--- src/rtl/tl_main_pkg.sv ---
// ---------------------------------------------------------------------------
// tl_main_pkg : main crossbar device map (address table and device indices).
// Rev 1.0
// ---------------------------------------------------------------------------
`default_nettype none

package tl_main_pkg;

  localparam int unsigned NumDevMain = 8;

  localparam logic [31:0] ADDR_SPACE_DCCM  = 32'h1000_0000;
  localparam logic [31:0] ADDR_SPACE_UART  = 32'h4000_0000;
  localparam logic [31:0] ADDR_SPACE_GPIO  = 32'h4001_0000;
  localparam logic [31:0] ADDR_SPACE_SPI   = 32'h4002_0000;
  localparam logic [31:0] ADDR_SPACE_TIMER = 32'h4008_0000;
  localparam logic [31:0] ADDR_SPACE_PLIC  = 32'h4800_0000;
  localparam logic [31:0] ADDR_SPACE_ROM   = 32'h0000_8000;
  localparam logic [31:0] ADDR_SPACE_ICCM  = 32'h0010_0000;

  localparam logic [31:0] ADDR_MASK_DCCM   = 32'h0000_FFFF;
  localparam logic [31:0] ADDR_MASK_UART   = 32'h0000_0FFF;
  localparam logic [31:0] ADDR_MASK_GPIO   = 32'h0000_0FFF;
  localparam logic [31:0] ADDR_MASK_SPI    = 32'h0000_0FFF;
  localparam logic [31:0] ADDR_MASK_TIMER  = 32'h0000_0FFF;
  localparam logic [31:0] ADDR_MASK_PLIC   = 32'h0000_0FFF;
  localparam logic [31:0] ADDR_MASK_ROM    = 32'h0000_3FFF;
  localparam logic [31:0] ADDR_MASK_ICCM   = 32'h0000_FFFF;

  typedef enum int unsigned {
    TlDccm  = 0,
    TlUart  = 1,
    TlGpio  = 2,
    TlSpi   = 3,
    TlTimer = 4,
    TlPlic  = 5,
    TlRom   = 6,
    TlIccm  = 7
  } tl_device_e;

  // Concatenation is MSB-first, so the last entry lands at index 0.
  localparam logic [NumDevMain-1:0][31:0] DefAddrBase = {
    ADDR_SPACE_ICCM, ADDR_SPACE_ROM, ADDR_SPACE_PLIC, ADDR_SPACE_TIMER,
    ADDR_SPACE_SPI, ADDR_SPACE_GPIO, ADDR_SPACE_UART, ADDR_SPACE_DCCM
  };

  localparam logic [NumDevMain-1:0][31:0] DefAddrMask = {
    ADDR_MASK_ICCM, ADDR_MASK_ROM, ADDR_MASK_PLIC, ADDR_MASK_TIMER,
    ADDR_MASK_SPI, ADDR_MASK_GPIO, ADDR_MASK_UART, ADDR_MASK_DCCM
  };

endpackage

`default_nettype wire

--- src/rtl/tlul_pkg.sv ---
// ---------------------------------------------------------------------------
// tlul_pkg : TL-UL channel structs and opcode enums shared by the crossbar.
// Rev 1.0
// ---------------------------------------------------------------------------
`default_nettype none

package tlul_pkg;

  typedef enum logic [2:0] {
    PutFullData    = 3'h0,
    PutPartialData = 3'h1,
    Get            = 3'h4
  } tl_a_op_e;

  typedef enum logic [2:0] {
    AccessAck     = 3'h0,
    AccessAckData = 3'h1
  } tl_d_op_e;

  typedef struct packed {
    logic        a_valid;
    tl_a_op_e    a_opcode;
    logic [2:0]  a_param;
    logic [1:0]  a_size;
    logic [7:0]  a_source;
    logic [31:0] a_address;
    logic [3:0]  a_mask;
    logic [31:0] a_data;
    logic        d_ready;
  } tl_h2d_t;

  typedef struct packed {
    logic        d_valid;
    tl_d_op_e    d_opcode;
    logic [2:0]  d_param;
    logic [1:0]  d_size;
    logic [7:0]  d_source;
    logic        d_sink;
    logic [31:0] d_data;
    logic        d_error;
    logic        a_ready;
  } tl_d2h_t;

endpackage

`default_nettype wire

--- src/rtl/tlul_err_resp.sv ---
// ---------------------------------------------------------------------------
// tlul_err_resp : single-entry TL-UL error responder for unmapped requests.
// Rev 1.0
// ---------------------------------------------------------------------------
`default_nettype none

module tlul_err_resp
  import tlul_pkg::*;
#(
  parameter logic [31:0] ErrData = 32'hFFFF_FFFF
) (
  input  logic       clk_i,
  input  logic       rst_ni,
  input  logic       a_valid_i,
  input  tl_a_op_e   a_opcode_i,
  input  logic [7:0] a_source_i,
  input  logic [1:0] a_size_i,
  input  logic       d_ready_i,
  output tl_d2h_t    rsp_o
);

  typedef enum logic {
    ErrIdle = 1'b0,
    ErrResp = 1'b1
  } err_state_e;

  err_state_e state, state_d;
  logic [7:0] source;
  logic [1:0] size;
  logic       is_get;
  logic       accept;

  assign accept = a_valid_i & (state == ErrIdle);

  always_ff @(posedge clk_i or negedge rst_ni) begin
    if (!rst_ni) begin
      state  <= ErrIdle;
      source <= '0;
      size   <= '0;
      is_get <= 1'b0;
    end else begin
      state <= state_d;
      if (accept) begin
        source <= a_source_i;
        size   <= a_size_i;
        is_get <= (a_opcode_i == Get);
      end
    end
  end

  always_comb begin
    state_d = state;
    rsp_o   = '0;
    case (state)
      ErrIdle: begin
        rsp_o.a_ready = 1'b1;
        if (a_valid_i) state_d = ErrResp;
      end
      ErrResp: begin
        rsp_o.d_valid  = 1'b1;
        rsp_o.d_error  = 1'b1;
        rsp_o.d_opcode = is_get ? AccessAckData : AccessAck;
        rsp_o.d_data   = is_get ? ErrData : 32'h0;
        rsp_o.d_source = source;
        rsp_o.d_size   = size;
        if (d_ready_i) state_d = ErrIdle;
      end
      default: state_d = ErrIdle;
    endcase
  end

endmodule

`default_nettype wire

--- src/rtl/tlul_socket_1n_dec.sv ---
// ---------------------------------------------------------------------------
// tlul_socket_1n_dec : TL-UL 1:N demux with address decode, in-order tracking
// and an integrated error responder for unmapped addresses.  Rev 1.0
// ---------------------------------------------------------------------------
`default_nettype none

module tlul_socket_1n_dec
  import tlul_pkg::*;
  import tl_main_pkg::*;
#(
  parameter int unsigned          N              = NumDevMain,
  parameter int unsigned          MaxOutstanding = 4,
  parameter logic [N-1:0][31:0]   AddrBase       = DefAddrBase,
  parameter logic [N-1:0][31:0]   AddrMask       = DefAddrMask,
  parameter logic [31:0]          ErrData        = 32'hFFFF_FFFF
) (
  input  logic    clk_i,
  input  logic    rst_ni,
  input  tl_h2d_t tl_h_i,
  output tl_d2h_t tl_h_o,
  output tl_h2d_t tl_d_o [N],
  input  tl_d2h_t tl_d_i [N]
);

  localparam int unsigned    CntW   = $clog2(MaxOutstanding + 1);
  localparam int unsigned    SelW   = $clog2(N + 1);
  localparam logic [CntW-1:0] MaxCnt = CntW'(MaxOutstanding);
  localparam logic [SelW-1:0] ErrSel = SelW'(N);

  logic [SelW-1:0] sel;
  logic [SelW-1:0] sel_q;
  logic [CntW-1:0] cnt;
  logic            go;
  logic            accept;
  logic            respond;
  tl_d2h_t         err_rsp;
  tl_d2h_t         tgt_rsp [N+1];

  // Descending scan so the lowest-index hit is the one left in sel.
  always_comb begin
    sel = ErrSel;
    for (int i = int'(N) - 1; i >= 0; i--) begin
      if ((tl_h_i.a_address & ~AddrMask[i]) == AddrBase[i]) sel = SelW'(i);
    end
  end

  // A new target is only allowed once the previous one has fully drained.
  assign go = tl_h_i.a_valid &
              ((cnt == '0) | ((sel == sel_q) & (cnt < MaxCnt)));

  always_comb begin
    for (int i = 0; i < int'(N); i++) tgt_rsp[i] = tl_d_i[i];
    tgt_rsp[N] = err_rsp;
  end

  always_comb begin
    tl_h_o         = tgt_rsp[sel_q];
    tl_h_o.d_valid = (cnt != '0) & tgt_rsp[sel_q].d_valid;
    tl_h_o.a_ready = go & tgt_rsp[sel].a_ready;
  end

  always_comb begin
    for (int i = 0; i < int'(N); i++) begin
      tl_d_o[i]         = tl_h_i;
      tl_d_o[i].a_valid = go & (sel == SelW'(i));
      tl_d_o[i].d_ready = tl_h_i.d_ready & (cnt != '0) & (sel_q == SelW'(i));
    end
  end

  assign accept  = tl_h_i.a_valid & tl_h_o.a_ready;
  assign respond = tl_h_o.d_valid & tl_h_i.d_ready;

  always_ff @(posedge clk_i or negedge rst_ni) begin
    if (!rst_ni) begin
      cnt   <= '0;
      sel_q <= '0;
    end else begin
      if (accept) sel_q <= sel;
      if (accept & ~respond) begin
        cnt <= cnt + CntW'(1);
      end else if (~accept & respond) begin
        cnt <= cnt - CntW'(1);
      end
    end
  end

  tlul_err_resp #(
    .ErrData (ErrData)
  ) u_err_resp (
    .clk_i      (clk_i),
    .rst_ni     (rst_ni),
    .a_valid_i  (go & (sel == ErrSel)),
    .a_opcode_i (tl_h_i.a_opcode),
    .a_source_i (tl_h_i.a_source),
    .a_size_i   (tl_h_i.a_size),
    .d_ready_i  (tl_h_i.d_ready & (cnt != '0) & (sel_q == ErrSel)),
    .rsp_o      (err_rsp)
  );

endmodule

`default_nettype wire

--- config.mk ---
export PLATFORM = sky130hd
export DESIGN_NAME = tlul_socket_1n_dec
export DESIGN_NICKNAME = d
export VERILOG_FILES = /design/src/rtl/tl_main_pkg.sv /design/src/rtl/tlul_pkg.sv /design/src/rtl/tlul_err_resp.sv /design/src/rtl/tlul_socket_1n_dec.sv
export SDC_FILE = /design/constraint.sdc
export NUM_CORES = 1
export LEC_CHECK = 0
export BUFFER_PORTS_ARGS = -buffer_cell sky130_fd_sc_hd__buf_4
export CORE_AREA = 2 2 483 485
export CTS_CLUSTER_SIZE = 8
export DETAILED_ROUTE_END_ITERATION = 7
export DIE_AREA = 0 0 485 487
export HOLD_SLACK_MARGIN = 0.1
export SLEW_MARGIN = 40
export SYNTH_ARGS = -nofsm -noshare
export SYNTH_HDL_FRONTEND = slang
export SYNTH_SLANG_ARGS = --single-unit
--- constraint.sdc ---
create_clock -name clk_i -period 3.7 [get_ports clk_i]
set_input_delay 0.555 -clock clk_i [delete_from_list [all_inputs] [get_ports clk_i]]
set_output_delay 0.555 -clock clk_i [all_outputs]
set_load 0.03 [all_outputs]
==> results.txt, run 1 <==
----------------------------------------------------
[Routing]
  Pre-Repair DR Iteration Count ... 5
  Total number of vias ... 9914
  Via-per-instance ratio ... 2.29
  Antenna violation net count after detailed routing ... 0
  Number of DRC markers after the initial detailed-route iteration ... 675
  Routed Wire Length ... 149000 um
  Average detailed-routed wire length per instance ... 34.4 um
  Drc violations ... 0

[Logic synthesis]
  Syn Std Cell Area ... 9860 um2
  Number of enable-type register cells in the synthesized netlist ... 0
  Synth Area per Inst ... 9.01 um2
  Leading post-synthesis cells by cell area ... buf_4, mux4_2, mux2i_1
  Gate count after technology mapping ... 1095
  Distinct cell type count after synthesis ... 58
  Area leader, netlist ... buf_4
  Post-synth top area share ... 0.512
  Async S/R FF share, synth ... 1.00
  Syn Nets ... 1601
  Sequential cell area fraction in the yosys report ... 0.0482
  Leading register cell type out of synthesis ... dfrtp_1
  Number of warnings printed during yosys synthesis ... 0
  FF+latch count, synth ... 19

[Placement]
  Inst Count DP ... 4273
  Dpl hpwl ... 138000 um
  Final weighted congestion in routability-driven placement ... 0.800
  Port bufs ... 784

[Floorplan]
  Height of the chip ... 487 um
  Floorplan core area ... 231000 um2
  Initial core utilization ... 0.0426
  FP Rows ... 177
  DIE AREA ... 236000 um2
  Count of pins on the block boundary ... 1244
  Die X ... 485 um

[Global routing]
  Overall track demand over capacity in global routing ... 0.120
  First-pass GRT wire length ... 167000 um
  Vias in the first global route ... 9172
  Overflow after GRT ... 0
  Antenna violations before repair ... 197
  Largest net degree at the start of global routing ... 63

[Outcome]
  Violated checks ... setup timing
  Run status ... finished with violations

[STA]
  Pins over their slew limit ... 0
  Final Hold Violating Endpoints ... 0
  Setup violations, final ... 8
  Max-Slew Margin vs Limit ... 0.437
  Fmax ... 263 MHz
  Share of the clock period used by the worst path after layout ... 1.03
  Worst Slack Setup Final ... -0.103 ns
  Setup tns final ... -0.466 ns
  Layout Skew ... 0.0124 ns
  Worst Max-Slew Pin Slew ... 0.837 ns
  RSZ-0062 raised after global routing ... yes
  Time the final worst path needs with I/O delays and setup ... 3.80 ns

[Pwr]
  Worst vdd ir ... 0.000178 V
  Share of total power in combinational logic ... 0.883
  Power per Cell Area ... 391 nW/um2
  Total leakage power ... 0.00585 uW
  Sw Pwr ... 3770 uW
  Internal power contribution ... 2300 uW
  Part of the power in registers ... 0.067
  Clock network fraction of total power ... 0.049
  Switching Share ... 0.621
  Total power draw ... 6060 uW

[Clocking]
  Level count of the clock H-tree ... 1
  Clock-pin slew on the worst setup and hold paths ... 0.09 ns
  Number of buffers added by the clock tree synthesis step ... 3
  Maximum buffer depth of the clock tree ... 2
  Root buf cell ... clkbuf_16
  TritonCTS clock tree ... done
  Clock Latency Late Sink ... 0.31 ns
  Clock sink total ... 19
  Hold buffer count at CTS ... 0

[Hold path]
  Worst min-delay path class ... primary input to async pin

[Critical path]
  Startpoint kind of the worst setup timing path ... primary input
  Kind of end point of the critical path ... primary output
  Worst endpoint data arrival time ... 3.25 ns
  Req. time, crit path ... 3.14 ns
  Max Fanout on Critical Path ... 4
  Worst Path Class, Setup ... primary input to primary output

[Finish]
  Proportion of layout cells with a drive suffix above 1 ... 0.826
  Final std cells w/o fill ... 4325
  Net count, final ... 1757
  Utilization of the core after routing ... 0.0671
  Growth of design area from synthesis to finish ... 57.5%
  Leading cell type in the layout, fill and taps excluded ... buf_4
  Top library cells by usage in the layout, fill and taps aside ... buf_4, mux4_2, mux2i_1

[Flow run]
  Max-cap check violation count ... 0

----------------------------------------------------
-- Yosys cell counts, drive strengths merged (2+ instances only) --
cell type,instances
a211oi,2
mux2i,50
nor2,19
xnor2,5
a21oi,5
a32oi,4
mux2,13
nand2b,2
dfrtp,19
inv,8
buf,692
nor4,7
nand4,3
mux4,102
xor2,3
nor3b,4
nand2,36
a32o,3
nor4b,3
clkbuf,25
or4,5
nor3,6
and2,2
o21ai,50
nor2b,3
or4b,2
or3,4
-- cell type report --
type,instances,area (um2)
fill,27092,216000
timing repair buffer,868,6680
multi-input combinational,351,4360
tap,3043,3810
sequential,19,487
antenna,32,80.1
clock buffer,3,75.1
inverter,8,35.0
clock inverter,1,5.00
-- critical path: stages --
cell and delay (ns):
buf_6 0.09, or4_4 0.67, buf_6 0.19, nor4_4 0.27
a32oi_2 0.16, xnor2_2 0.28, a31oi_4 0.16, or3_4 0.55
nor2_4 0.15, buf_12 0.15
-- sequential cells by signal, summed over array words and instances (netlist names) --
name,count
u_err_resp.source,8
sel_q,4
cnt,3
u_err_resp.size,2
u_err_resp.is_get,1
u_err_resp.state,1
-- power by group through the flow --
stage	registers [uW]	clock network, uW	logic (uW)
final	409	299	5360
after global routing	420	312	5720
after CTS	417	327	5550
after detailed placement	418	0	5510
after global placement	404	0	5460
after floorplan	319	0	3530
-- metrics by stage --
stage,setup WS [ns],hold WS (ns),cell area [um2]
detailed placement,-0.802,0.492,14900
finish,-0.103,0.146,15500
CTS,-0.0843,0.156,15300
global route,-0.186,0.179,15500
floorplan,0.0167,0.259,9870
global placement,-1.48,0.491,14900
-- timing repair --
item | 4_1_cts | 5_1_grt
endpoints found under the setup margin | 11 | 11
pin swaps | 13 | 11
buffers inserted | 10 | 6
gates resized for setup | 38 | 23
-- kinds of logic after synthesis --
kind of cell,synth area share
buf+inv,0.533
simple gates,0.0543
mux,0.302
compound gates,0.0518
flops,0.0482
xor+xnor,0.00711
fa+ha+maj,0.00330
-- metal layers --
layer / up-vias / GRT usage / routed length [um]
li1: 3452 / - / -
met1: 4485 / 0.0891 / 36500
met2: 1376 / 0.221 / 76200
met3: 478 / 0.0939 / 27000
met4: 123 / 0.0506 / 8340
met5: - / 0.00449 / 893
-- path summary, 6_finish.rpt --
| kind | from | to | slack (ns) | depth (start not counted) |
|---|---|---|---|---|
| min in group clk_i | u_err_resp.source[7]$_DFFE_PN0P_ | u_err_resp.source[7]$_DFFE_PN0P_ | 0.53 | 1 |
| hold / removal | rst_ni | u_err_resp.source[1]$_DFFE_PN0P_ | 0.15 | 1 |
| setup / recovery | tl_h_i[62] | tl_d_o[687] | -0.10 | 10 |
| max in group asynchronous | rst_ni | sel_q[1]$_DFFE_PN0P_ | 3.15 | 1 |
| setup reg to reg | sel_q[1]$_DFFE_PN0P_ | cnt[1]$_DFFE_PN0P_ | 0.42 | 9 |
| hold reg to reg | u_err_resp.source[7]$_DFFE_PN0P_ | u_err_resp.source[7]$_DFFE_PN0P_ | 0.53 | 1 |
Note: power is estimated with default switching activity, not from simulation.
==> run 2, diff against run 1 <==
--- a/config.mk
+++ b/config.mk
@@ -11,6 +11,7 @@
 export DETAILED_ROUTE_END_ITERATION = 7
 export DIE_AREA = 0 0 485 487
 export HOLD_SLACK_MARGIN = 0.1
+export REMOVE_ABC_BUFFERS = 1
 export SLEW_MARGIN = 40
 export SYNTH_ARGS = -nofsm -noshare
 export SYNTH_HDL_FRONTEND = slang
==> results.txt, run 2 (synthesis results as in run 1) <==
----------------------------------------------------
[Critical path]
  CP delay by family, top ... simple AND/OR/NAND/NOR gates
  Number of cells on the worst reg-to-reg path ... 11 (+2)
  Kind of end point of the critical path ... primary output
  Worst Path Class, Setup ... primary input to primary output
  Max Fanout on Critical Path ... 8 (+4)
  Worst path bufs/invs ... 3 (unchanged)
  Req. time, crit path ... 3.14 ns (about the same)
  Startpoint kind of the worst setup timing path ... primary input
  Worst endpoint data arrival time ... 3.12 ns (-0.13 ns)
  Stages on the worst setup path ... 11 (+1)
  Beginning of the worst register-to-register path ... sel_q[0]$_DFFE_PN0P_
  Worst setup path start ... tl_h_i[60]
  Critical path cell sequence ... buf_4, or4_4, or3_4, o2bb2ai_4, xnor2_1, a41oi_2, buf_4, nor2_4, nand2_4, nor2_4, buf_8
  Maximum single-stage delay on the critical path ... 0.59 ns (-0.08 ns)
  Slowest stage cell, crit path ... or4_4
  Reg2reg end ... cnt[2]$_DFFE_PN0P_
  Endpoint of the worst setup timing path ... tl_d_o[171]
  Setup slack of the most critical reg-to-reg path ... 0.55 ns (+0.13 ns)

[STA]
  Layout Skew ... 0.00964 ns (-0.00276 ns)
  Worst Slack Setup Final ... 0.0254 ns (+0.129 ns)
  Fmax ... 272 MHz (+3.5%)
  Final Hold Violating Endpoints ... 0 (unchanged)
  Setup tns final ... 0 ns (+0.466 ns)
  Max-Slew Margin vs Limit ... 0.469 (+0.0312)
  Pins over their slew limit ... 0 (unchanged)
  Worst Max-Slew Pin Slew ... 0.775 ns (-0.0625 ns)
  Setup violations, final ... 0 (-8)
  Time the final worst path needs with I/O delays and setup ... 3.67 ns (-0.129 ns)
  RSZ-0062 raised after global routing ... yes
  Share of the clock period used by the worst path after layout ... 0.993 (-0.0348)

[Finish]
  Leading cell type in the layout, fill and taps excluded ... buf_4
  Largest register FFs ... 8 (unchanged)
  Utilization of the core after routing ... 0.0663 (-0.000768)
  Largest registers ... u_err_resp.source (8), sel_q (4), cnt (3)
  Final std cells w/o fill ... 4318 (-0.16%)
  Top library cells by usage in the layout, fill and taps aside ... buf_4, mux4_2, o21ai_0
  Growth of design area from synthesis to finish ... 55.7%
  Register containing the most flip-flops in the final layout ... u_err_resp.source
  Net count, final ... 1750 (-0.40%)
  Proportion of layout cells with a drive suffix above 1 ... 0.824 (-0.00179)

[Global routing]
  Antenna violations before repair ... 157 (-20%)
  Met1 track demand over resource ... 0.105 (+0.0155)
  Met2 track utilization from global routing ... 0.253 (+0.0312)
  Overall track demand over capacity in global routing ... 0.140 (+0.0204)
  Largest net degree at the start of global routing ... 77 (+22%)
  Overflow after GRT ... 0 (unchanged)
  Vias in the first global route ... 8895 (-3.0%)
  Most Crowded Layer GR ... met2
  First-pass GRT wire length ... 193000 um (+16%)
  Global-route met3 utilization ... 0.108 (+0.0140)

[Floorplan]
  DIE AREA ... 236000 um2 (unchanged)
  FP Rows ... 177 (unchanged)
  Initial core utilization ... 0.0426 (unchanged)
  Floorplan core area ... 231000 um2 (unchanged)
  Count of pins on the block boundary ... 1244 (unchanged)
  Height of the chip ... 487 um (unchanged)
  Die X ... 485 um (unchanged)

[Pwr]
  Part of the power in registers ... 0.071 (+0.004)
  Internal power contribution ... 2300 uW (about the same)
  Sw Pwr ... 4200 uW (+12%)
  Share of total power in combinational logic ... 0.889 (+0.006)
  Clock network fraction of total power ... 0.040 (-0.009)
  Power per Cell Area ... 423 nW/um2 (+8.4%)
  Worst vdd ir ... 0.000262 V (+47%)
  Switching Share ... 0.646 (+0.0252)
  Total leakage power ... 0.00578 uW (-1.1%)

[Routing]
  Total number of vias ... 10114 (+2.0%)
  Number of DRC markers after the initial detailed-route iteration ... 761 (+13%)
  Drc violations ... 0 (unchanged)
  Via-per-instance ratio ... 2.34 (+2.2%)
  Routed Wire Length ... 173000 um (+16%)
  Average detailed-routed wire length per instance ... 40.1 um (+16%)
  Pre-Repair DR Iteration Count ... 7 (+2)
  Antenna violation net count after detailed routing ... 0 (unchanged)

[Hold path]
  Worst min-delay path class ... primary input to async pin

[Outcome]
  Run status ... finished, final reports clean

[Clocking]
  Hold buffer count at CTS ... 0 (unchanged)
  Number of buffers added by the clock tree synthesis step ... 3 (unchanged)
  TritonCTS clock tree ... done
  Root buf cell ... clkbuf_16
  Clock-pin slew on the worst setup and hold paths ... 0.07 ns (-0.02 ns)
  Maximum buffer depth of the clock tree ... 2 (unchanged)
  Level count of the clock H-tree ... 1 (unchanged)
  Clock sink total ... 19 (unchanged)
  Clock Latency Late Sink ... 0.28 ns (-0.03 ns)

[Flow run]
  Max-cap check violation count ... 0 (unchanged)

[Placement]
  Port bufs ... 784 (unchanged)
  Dpl ws ... -0.399 ns (+0.403 ns)
  Dpl hpwl ... 156000 um (+13%)
  Inst Count DP ... 4276 (+0.070%)
  Final weighted congestion in routability-driven placement ... 0.890 (+11%)

----------------------------------------------------
run 2: cell count changes in the layout (fill, tap and decap cells not counted), sizes merged:
cell	before	now
buf	868	861
clkbuf	3	4
clkinv	1	0
run 2: layout make-up:
class                   instances  area (um2)
clock buffers                   4        78.8
multi-input cells             351        4310
flip-flops and latches         19         487
inverters                       8        32.5
diodes                         32        80.1
fillers                     27076      216000
well taps                    3043        3810
repair buffers                861        6550
run 2: worst reg2reg max path, cell delays in order, from the launching register on:
cell and delay (ns):
dfrtp_4 0.70, mux4_2 0.65, mux2i_1 0.16, buf_4 0.17, o21ai_0 0.19, nand2b_1 0.19, ha_2 0.20, inv_1 0.05
fa_2 0.33, xor2_1 0.14, nor2_1 0.14, xnor2_1 0.14
run 2: routing by layer:
| layer | wire length [um] | up-vias |
|---|---|---|
| met4 | 11200 | 68 |
| met5 | 728 | - |
| met2 | 88000 | 1477 |
| met3 | 29100 | 422 |
| met1 | 44200 | 4697 |
| li1 | - | 3450 |
run 2: worst min path at each step:
| stage | start | end | slack, ns | depth (start not counted) |
|---|---|---|---|---|
| after floorplan | rst_ni | cnt[0]$_DFFE_PN0P_ | 0.26 | 0 |
| after global placement | rst_ni | u_err_resp.source[2]$_DFFE_PN0P_ | 0.49 | 1 |
| after detailed placement | rst_ni | u_err_resp.source[2]$_DFFE_PN0P_ | 0.49 | 1 |
| after CTS | rst_ni | u_err_resp.source[2]$_DFFE_PN0P_ | 0.19 | 1 |
| after global routing | rst_ni | u_err_resp.source[2]$_DFFE_PN0P_ | 0.20 | 1 |
| final | rst_ni | u_err_resp.source[7]$_DFFE_PN0P_ | 0.18 | 1 |
run 2: metrics by stage:
step                      cell area, um2  hold slack (ns)  power (uW)
after floorplan                     4630            0.259        2550
after global placement             14900            0.487        6420
after detailed placement           14900            0.493        6450
after CTS                          15100            0.193        6760
after global routing               15300            0.198        6960
final                              15300            0.176        6500
run 2: what timing repair did:
action | in CTS | in global routing
pin swaps | 1 | 18
resized for setup | 14 | 30
setup buffers | 0 | 6
setup endpoints to repair | 13 | 11
run 2: power groups by stage:
stage	Clock, uW	Sequential, uW	Combinational [uW]
final	258	462	5780
after global routing	273	480	6210
after CTS	268	468	6020
after detailed placement	0	471	5970
after global placement	0	467	5950
after floorplan	0	503	2050
